### src/rtl/ff_err_mon_if.sv
// ff_err_mon_if: FIFO status inputs and error flag/counter outputs of the FIFO error monitor
interface ff_err_mon_if #(
    parameter int NUM_INTFS = 1,
    parameter int CNTR_W    = 8
);
    logic [NUM_INTFS-1:0]        clear_flags;
    logic [NUM_INTFS-1:0]        ff_wren;
    logic [NUM_INTFS-1:0]        ff_full;
    logic [NUM_INTFS-1:0]        ff_rden;
    logic [NUM_INTFS-1:0]        ff_empty;
    logic [NUM_INTFS-1:0]        irq_mask;
    logic [NUM_INTFS-1:0]        ff_ovrflw;
    logic [NUM_INTFS-1:0]        ff_undrflw;
    logic [NUM_INTFS*CNTR_W-1:0] ovrflw_cnt;
    logic [NUM_INTFS*CNTR_W-1:0] undrflw_cnt;
    logic                        err_irq;

    modport master (
        output clear_flags, ff_wren, ff_full, ff_rden, ff_empty, irq_mask,
        input  ff_ovrflw, ff_undrflw, ovrflw_cnt, undrflw_cnt, err_irq
    );

    modport slave (
        input  clear_flags, ff_wren, ff_full, ff_rden, ff_empty, irq_mask,
        output ff_ovrflw, ff_undrflw, ovrflw_cnt, undrflw_cnt, err_irq
    );
endinterface

### src/rtl/ff_err_mon.sv
// ff_err_mon: per-channel FIFO overflow/underflow flags, saturating error counters (FF_ERR_MON_CNTR_EN) and maskable irq
module ff_err_mon #(
    parameter int NUM_INTFS = 1,
    parameter int CNTR_W    = 8,
    parameter int STICKY    = 1
) (
    input logic         clk,
    input logic         clk_rst,
    ff_err_mon_if.slave bus
);
    logic [NUM_INTFS-1:0] ovr_evt;
    logic [NUM_INTFS-1:0] und_evt;
    logic [NUM_INTFS-1:0] ovr;
    logic [NUM_INTFS-1:0] und;
    logic                 irq;

    assign ovr_evt = bus.ff_wren & bus.ff_full;
    assign und_evt = bus.ff_rden & bus.ff_empty;

    // Flags: sticky mode holds until cleared, an event in the clear cycle wins; pulse mode just registers the event
    always_ff @(posedge clk or posedge clk_rst) begin
        if (clk_rst) begin
            ovr <= '0;
            und <= '0;
        end else begin
            ovr <= (STICKY != 0) ? (ovr_evt | (ovr & ~bus.clear_flags)) : ovr_evt;
            und <= (STICKY != 0) ? (und_evt | (und & ~bus.clear_flags)) : und_evt;
        end
    end

    // Interrupt is registered from the registered flags, so it trails them by one cycle
    always_ff @(posedge clk or posedge clk_rst) begin
        if (clk_rst) irq <= 1'b0;
        else         irq <= |((ovr | und) & ~bus.irq_mask);
    end

    assign bus.ff_ovrflw  = ovr;
    assign bus.ff_undrflw = und;
    assign bus.err_irq    = irq;

`ifdef FF_ERR_MON_CNTR_EN
    logic [NUM_INTFS*CNTR_W-1:0] oc;
    logic [NUM_INTFS*CNTR_W-1:0] uc;

    // An event in the clear cycle restarts the count at 1; counts stick at all-ones
    function automatic logic [CNTR_W-1:0] cnt_next(input logic [CNTR_W-1:0] c, input logic evt, input logic clr);
        return evt ? (clr ? CNTR_W'(1) : (&c ? c : c + 1'b1)) : (clr ? '0 : c);
    endfunction

    // Per-channel saturating event counters, same latency as the flags
    always_ff @(posedge clk or posedge clk_rst) begin
        if (clk_rst) begin
            oc <= '0;
            uc <= '0;
        end else begin
            for (int i = 0; i < NUM_INTFS; i++) begin
                oc[i*CNTR_W +: CNTR_W] <= cnt_next(oc[i*CNTR_W +: CNTR_W], ovr_evt[i], bus.clear_flags[i]);
                uc[i*CNTR_W +: CNTR_W] <= cnt_next(uc[i*CNTR_W +: CNTR_W], und_evt[i], bus.clear_flags[i]);
            end
        end
    end

    assign bus.ovrflw_cnt  = oc;
    assign bus.undrflw_cnt = uc;
`else
    assign bus.ovrflw_cnt  = '0;
    assign bus.undrflw_cnt = '0;
`endif
endmodule

### src/flat_wrapper.sv
// flat-port wrapper written by rule: the top's interface ports become plain ports
module ff_err_mon_flat 
#(
    parameter int NUM_INTFS = 1,
    parameter int CNTR_W    = 8,
    parameter int STICKY    = 1
)
  (clk, clk_rst, bus_clear_flags, bus_ff_wren, bus_ff_full, bus_ff_rden, bus_ff_empty, bus_irq_mask, bus_ff_ovrflw, bus_ff_undrflw, bus_ovrflw_cnt, bus_undrflw_cnt, bus_err_irq);
  ff_err_mon_if #(.NUM_INTFS(NUM_INTFS), .CNTR_W(CNTR_W)) bus_i ();
  input logic clk;
  input logic clk_rst;
  input wire logic [$bits(bus_i.clear_flags)-1:0] bus_clear_flags;
  input wire logic [$bits(bus_i.ff_wren)-1:0] bus_ff_wren;
  input wire logic [$bits(bus_i.ff_full)-1:0] bus_ff_full;
  input wire logic [$bits(bus_i.ff_rden)-1:0] bus_ff_rden;
  input wire logic [$bits(bus_i.ff_empty)-1:0] bus_ff_empty;
  input wire logic [$bits(bus_i.irq_mask)-1:0] bus_irq_mask;
  output wire logic [$bits(bus_i.ff_ovrflw)-1:0] bus_ff_ovrflw;
  output wire logic [$bits(bus_i.ff_undrflw)-1:0] bus_ff_undrflw;
  output wire logic [$bits(bus_i.ovrflw_cnt)-1:0] bus_ovrflw_cnt;
  output wire logic [$bits(bus_i.undrflw_cnt)-1:0] bus_undrflw_cnt;
  output wire logic [$bits(bus_i.err_irq)-1:0] bus_err_irq;
  assign bus_i.clear_flags = bus_clear_flags;
  assign bus_i.ff_wren = bus_ff_wren;
  assign bus_i.ff_full = bus_ff_full;
  assign bus_i.ff_rden = bus_ff_rden;
  assign bus_i.ff_empty = bus_ff_empty;
  assign bus_i.irq_mask = bus_irq_mask;
  assign bus_ff_ovrflw = bus_i.ff_ovrflw;
  assign bus_ff_undrflw = bus_i.ff_undrflw;
  assign bus_ovrflw_cnt = bus_i.ovrflw_cnt;
  assign bus_undrflw_cnt = bus_i.undrflw_cnt;
  assign bus_err_irq = bus_i.err_irq;
  ff_err_mon #(.NUM_INTFS(NUM_INTFS), .CNTR_W(CNTR_W), .STICKY(STICKY)) u_core (.clk(clk), .clk_rst(clk_rst), .bus(bus_i));
endmodule
### config.mk
export PLATFORM = sky130hd
export DESIGN_NAME = ff_err_mon_flat
export DESIGN_NICKNAME = d
export VERILOG_FILES = /design/src/rtl/ff_err_mon_if.sv /design/src/rtl/ff_err_mon.sv /design/src/flat_wrapper.sv
export SDC_FILE = /design/constraint.sdc
export NUM_CORES = 1
export LEC_CHECK = 0
export ABC_CLOCK_PERIOD_IN_PS = 2100
export CORE_AREA = 2 2 39 41
export DETAILED_ROUTE_END_ITERATION = 7
export DIE_AREA = 0 0 41 43
export SETUP_SLACK_MARGIN = 0.05
export SYNTH_ARGS = -nofsm -noshare
export SYNTH_HDL_FRONTEND = slang
export SYNTH_SLANG_ARGS = --single-unit
### constraint.sdc
create_clock -name clk -period 2.1 [get_ports clk]
set_clock_uncertainty 0.2 [all_clocks]
set_input_delay 0.42 -clock clk [delete_from_list [all_inputs] [get_ports clk]]
set_output_delay 0.42 -clock clk [all_outputs]
set_load 0.005 [all_outputs]
======== Word-level counts from Yosys, hierarchy flattened ========
Index checks and enable logic that the tools add are counted.
operators by class
  bitwise logic cells ..................... 10
operators by type and width
  cell               number
  bitwise AND 1 bit  5
  bitwise OR 1 bit   3
  inverter 1 bit     2
storage, ports and cells
  bits in registers ....................... 3
  input bits .............................. 8
  output and inout port bits .............. 19
  logic and storage cells ................. 13

======== Depth between registers and ports, before layout ========
Gate-level depths: netlist (run 1).
  depth after elaboration ................. 3
  depth in mapped cells ................... 2
  gate-level depth less buffers ........... 2

======== Worst setup path before layout (run 1) ========
OpenSTA, ideal clock, no wires.
  path kind ............................... reg-to-output
  start ................................... register u_core.ovr (netlist: u_core.bus.ff_ovrflw)
  end ..................................... output bus_ff_ovrflw
  data arrival time ....................... 373 ps
  data required time ...................... 1,480 ps
  setup slack ............................. 1,107 ps
  cell stages (with the launch flop) ...... 1
  path buffers ............................ 0
  cell sequence ........................... dfrtp_1
RTL lines
  what                    line                RTL
  from (decl)             ff_err_mon.sv:13    logic [NUM_INTFS-1:0] ovr;
  from (signal assigned)  ff_err_mon.sv:26    ovr <= (STICKY != 0) ? (ovr_evt | (ovr & ~bus.clear_flags)) : ovr_evt;
  to (decl)               flat_wrapper.sv:18  output wire logic [$bits(bus_i.ff_ovrflw)-1:0] bus_ff_ovrflw;
No word-level cell between the ends.

======== Worst setup path in the final report (run 1) ========
  start ................................... register u_core.ovr (netlist: u_core.bus.ff_ovrflw)
  end ..................................... output bus_ff_ovrflw
No word-level cell between the ends.

==> results of run 1 <==
## metal layers
metal  track usage  wire length [microns]  up-vias  share of wire
met5             0                      0        -              0
met4        0.0600                      0        0              0
met3        0.0471                     63        0           0.18
met2        0.0719                    198       18           0.57
met1        0.0351                     88       73           0.25
li1              -                      -       76              -
## state kept, by name, summed over array words and instances (netlist names)
register,count
u_core.bus.err_irq,1
u_core.bus.ff_ovrflw,1
u_core.bus.ff_undrflw,1
## stage by stage
| step | setup WS [ns] | power (mW) | utilization | instance area [sq um] | hold slack, ns |
|---|---|---|---|---|---|
| after floorplan | 1.11 | 0.104 | - | 300 | -0.0264 |
| after global placement | 0.639 | 0.107 | 0.217 | 300 | 0.318 |
| after detailed placement | 0.644 | 0.108 | 0.217 | 300 | 0.318 |
| after CTS | 0.395 | 0.212 | 0.236 | 327 | 0.165 |
| after global routing | 0.349 | 0.226 | 0.236 | 327 | 0.173 |
| final | 0.404 | 0.209 | 0.236 | 327 | 0.157 |
## cells by family (layout without fill, tap and decap cells)
family                 after synthesis  after routing
other                                1             16
buffers and inverters               19             17
DFF                                  3              3
AOI/OAI and AO/OA                    3              3
and+or+nand+nor                      2              2
## layout by cell type (no fill, tap or decap), drive strengths merged
cell type / Yosys / final
clkdlybuf4s50: 0 / 10
o21ai: 2 / 2
dfrtp: 3 / 3
inv: 3 / 3
conb: 1 / 16
a21oi: 1 / 1
clkbuf: 0 / 4
nand2: 2 / 2
## power by group through the flow
stage / clock network, mW / logic, mW / registers (mW)
after global placement: 0 / 0.0411 / 0.0664
final: 0.102 / 0.0412 / 0.0658
after CTS: 0.104 / 0.0416 / 0.0659
after floorplan: 0 / 0.0369 / 0.0673
after global routing: 0.112 / 0.0478 / 0.0664
after detailed placement: 0 / 0.0415 / 0.0667
## path summary, 6_finish.rpt
check | cells after the start | start | end
max | 1 | u_core.bus.ff_ovrflw | bus_ff_ovrflw
min | 2 | clk_rst | u_core.bus.err_irq
max reg2reg | 2 | u_core.bus.ff_ovrflw | u_core.bus.ff_ovrflw
min reg2reg | 2 | u_core.bus.ff_undrflw | u_core.bus.ff_undrflw
max in group asynchronous | 2 | clk_rst | u_core.bus.ff_ovrflw
min in group clk | 2 | u_core.bus.ff_undrflw | u_core.bus.ff_undrflw
## layout make-up
class | count | area [sq um]
Multi-Input combinational cell | 21 | 93.8
Clock buffer | 4 | 26.3
Inverter | 3 | 11.3
Sequential cell | 3 | 75.1
Fill cell | 157 | 1060
Timing Repair Buffer | 10 | 100
Tap cell | 16 | 20.0
==> flow_summary_export.csv, run 1 <==
group,metric,value,unit
status,status,"completed",
synthesis,synth_compound_gate_area_share,0.108,
route,ant_nets,0,
power,p_clk_frac,0.488,
cts,cts_root_buf,"clkbuf_4",
timing,grt_setup_unrepaired,"no",
route,drtIter0Drc,4,
worst_setup_path,crit_required,1.48,ns
timing,fin_crit_sh,0.808,
cts,cts_tree,"done",
floorplanning,io_pins,27,
synthesis,syn_area,244,sq um
floorplanning,die_w,41,microns
grt,grt_pass1_vias,142,
worst_setup_path,cp_max_fo,2,
cts,cts_resized,0,
timing,hold_viol_final,0,
synthesis,syn-instance-count,28,
grt,grt_pass1_wl,524,microns
synthesis,synth_most_common_cell,"buf_4",
place,hpwl,305,microns
synthesis,ys_seq_area_frac,0.308,
finish,areaGrowthSynthToFinish,33.8,%
grt,grt_max_degree,4,
synthesis,synth_top_cells_by_count,"buf_4, dfrtp_1, inv_2, nand2_1, o21ai_2",
floorplanning,die_h,43,microns
synthesis,synth_simple_gate_area_frac,0.0308,
cts,clockBufferDepth,2,
synthesis,syn_avg_cell_area,8.71,sq um
cts,postCtsSetupBuffers,0,
grt,grt_remaining_overflow,0,
worst_hold_path,min_path_type,"primary input to async pin",
synthesis,ys_types,8,
timing,drv_slew,0,
synthesis,muxShareOfSynthArea,0,
cts,clk_latency,0.23,ns
floorplanning,die-area,1760,sq um
cts,cts_buffers,3,
worst_setup_path,critPathSlowestCell,"clkdlybuf4s50_1",
power,p_leak,0.167,nW
power,p_sw,0.0507,mW
cts,htreeDepth,1,
run,maxCapViolCount,0,
worst_setup_path,cp.buffers_inverters,1,
finish,final_cells,57,
worst_setup_path,r2r_slack,1.29,ns
synthesis,synthTopCellsByArea,"buf_4, dfrtp_1, o21ai_2",
worst_setup_path,slowest_delay,0.50,ns
power,comb_power_share,0.197,
floorplanning,start_util,0.176,
synthesis,synthXorXnorAreaFrac,0,
synthesis,synthAdderAreaFrac,0,
route,firstDrtPassIters,4,
power,vdd_drop_max,0.187,mV
synthesis,synth_top_family_by_area,"buffers and inverters",
route,drc,0,
power,p_int,0.158,mW
synthesis,synth_top_area_cell,"buf_4",
grt,track_usage,0.0521,
worst_setup_path,start_kind,"flop",
floorplanning,std_cell_rows,14,
synthesis,synthArstFlopShare,1.00,
place,gp_routability_congestion,0.564,
power,powerDensity,640,nW/um^2
worst_setup_path,path_cells,"clkdlybuf4s50_1",
synthesis,ys.flop_type,"dfrtp_1",
timing,period_needed,1.70,ns
timing,max_freq,589,MHz
route,vias,167,
synthesis,synth-edff-count,0,
synthesis,synth_seq_cells,3,
timing,timing.setup.tns,0,ns
power,seqPwrFrac,0.315,
finish,n_antenna_cell,0,
route,drt_wl_total,350,microns
place,io_buffer_count,10,
synthesis,synth_top_area_frac,0.492,
grt,antenna_found_initial,0,
floorplanning,core_area,1380,sq um
worst_setup_path,crit_arrival,1.08,ns
cts,path_clk_slew,0.04,ns
finish,fin_nets,50,
worst_setup_path,path_delay_family,"buffers and inverters",
route,via_per_inst,2.93,
finish,final_layout_size_suffix_gt1_frac,0.195,
synthesis,yosysWarnings,0,
power,swShare,0.243,
cts,ctsHoldBuffers,0,
route,wl_per_cell,6.14,microns
timing,setup_viol,0,
place,place_inst,53,
worst_setup_path,cp-end-kind,"output pin",
worst_setup_path,criticalPathCategory,"flop to output pin",
cts,clkSinkCount,3,
No activity file was read; power rests on OpenSTA's default activity.
==> run 2: changes to the inputs <==
--- a/config.mk
+++ b/config.mk
@@ -5,7 +5,7 @@
 export SDC_FILE = /design/constraint.sdc
 export NUM_CORES = 1
 export LEC_CHECK = 0
-export ABC_CLOCK_PERIOD_IN_PS = 2100
+export ABC_CLOCK_PERIOD_IN_PS = 1740
 export CORE_AREA = 2 2 39 41
 export DETAILED_ROUTE_END_ITERATION = 7
 export DIE_AREA = 0 0 41 43
==> constraint.sdc (replaced) <==
create_clock -name clk -period 1.74 [get_ports clk]
set_clock_uncertainty 0.2 [all_clocks]
set_input_delay 0.348 -clock clk [delete_from_list [all_inputs] [get_ports clk]]
set_output_delay 0.348 -clock clk [all_outputs]
set_load 0.005 [all_outputs]
==> results of run 2 <==
Same layout as run 1 (identical final DEF). Status: completed.
Main changes from that run: final weighted congestion in routability-driven placement 0.564 -> 0.563; setup slack after placement 0.644 ns -> 0.356 ns; setup slack after layout 0.404 ns -> 0.116 ns; hold slack 0.157 ns -> 0.0852 ns; register-to-register setup slack 1.29 ns -> 0.93 ns; total power 0.209 mW -> 0.252 mW; worst IR drop on VDD 0.187 mV -> 0.226 mV
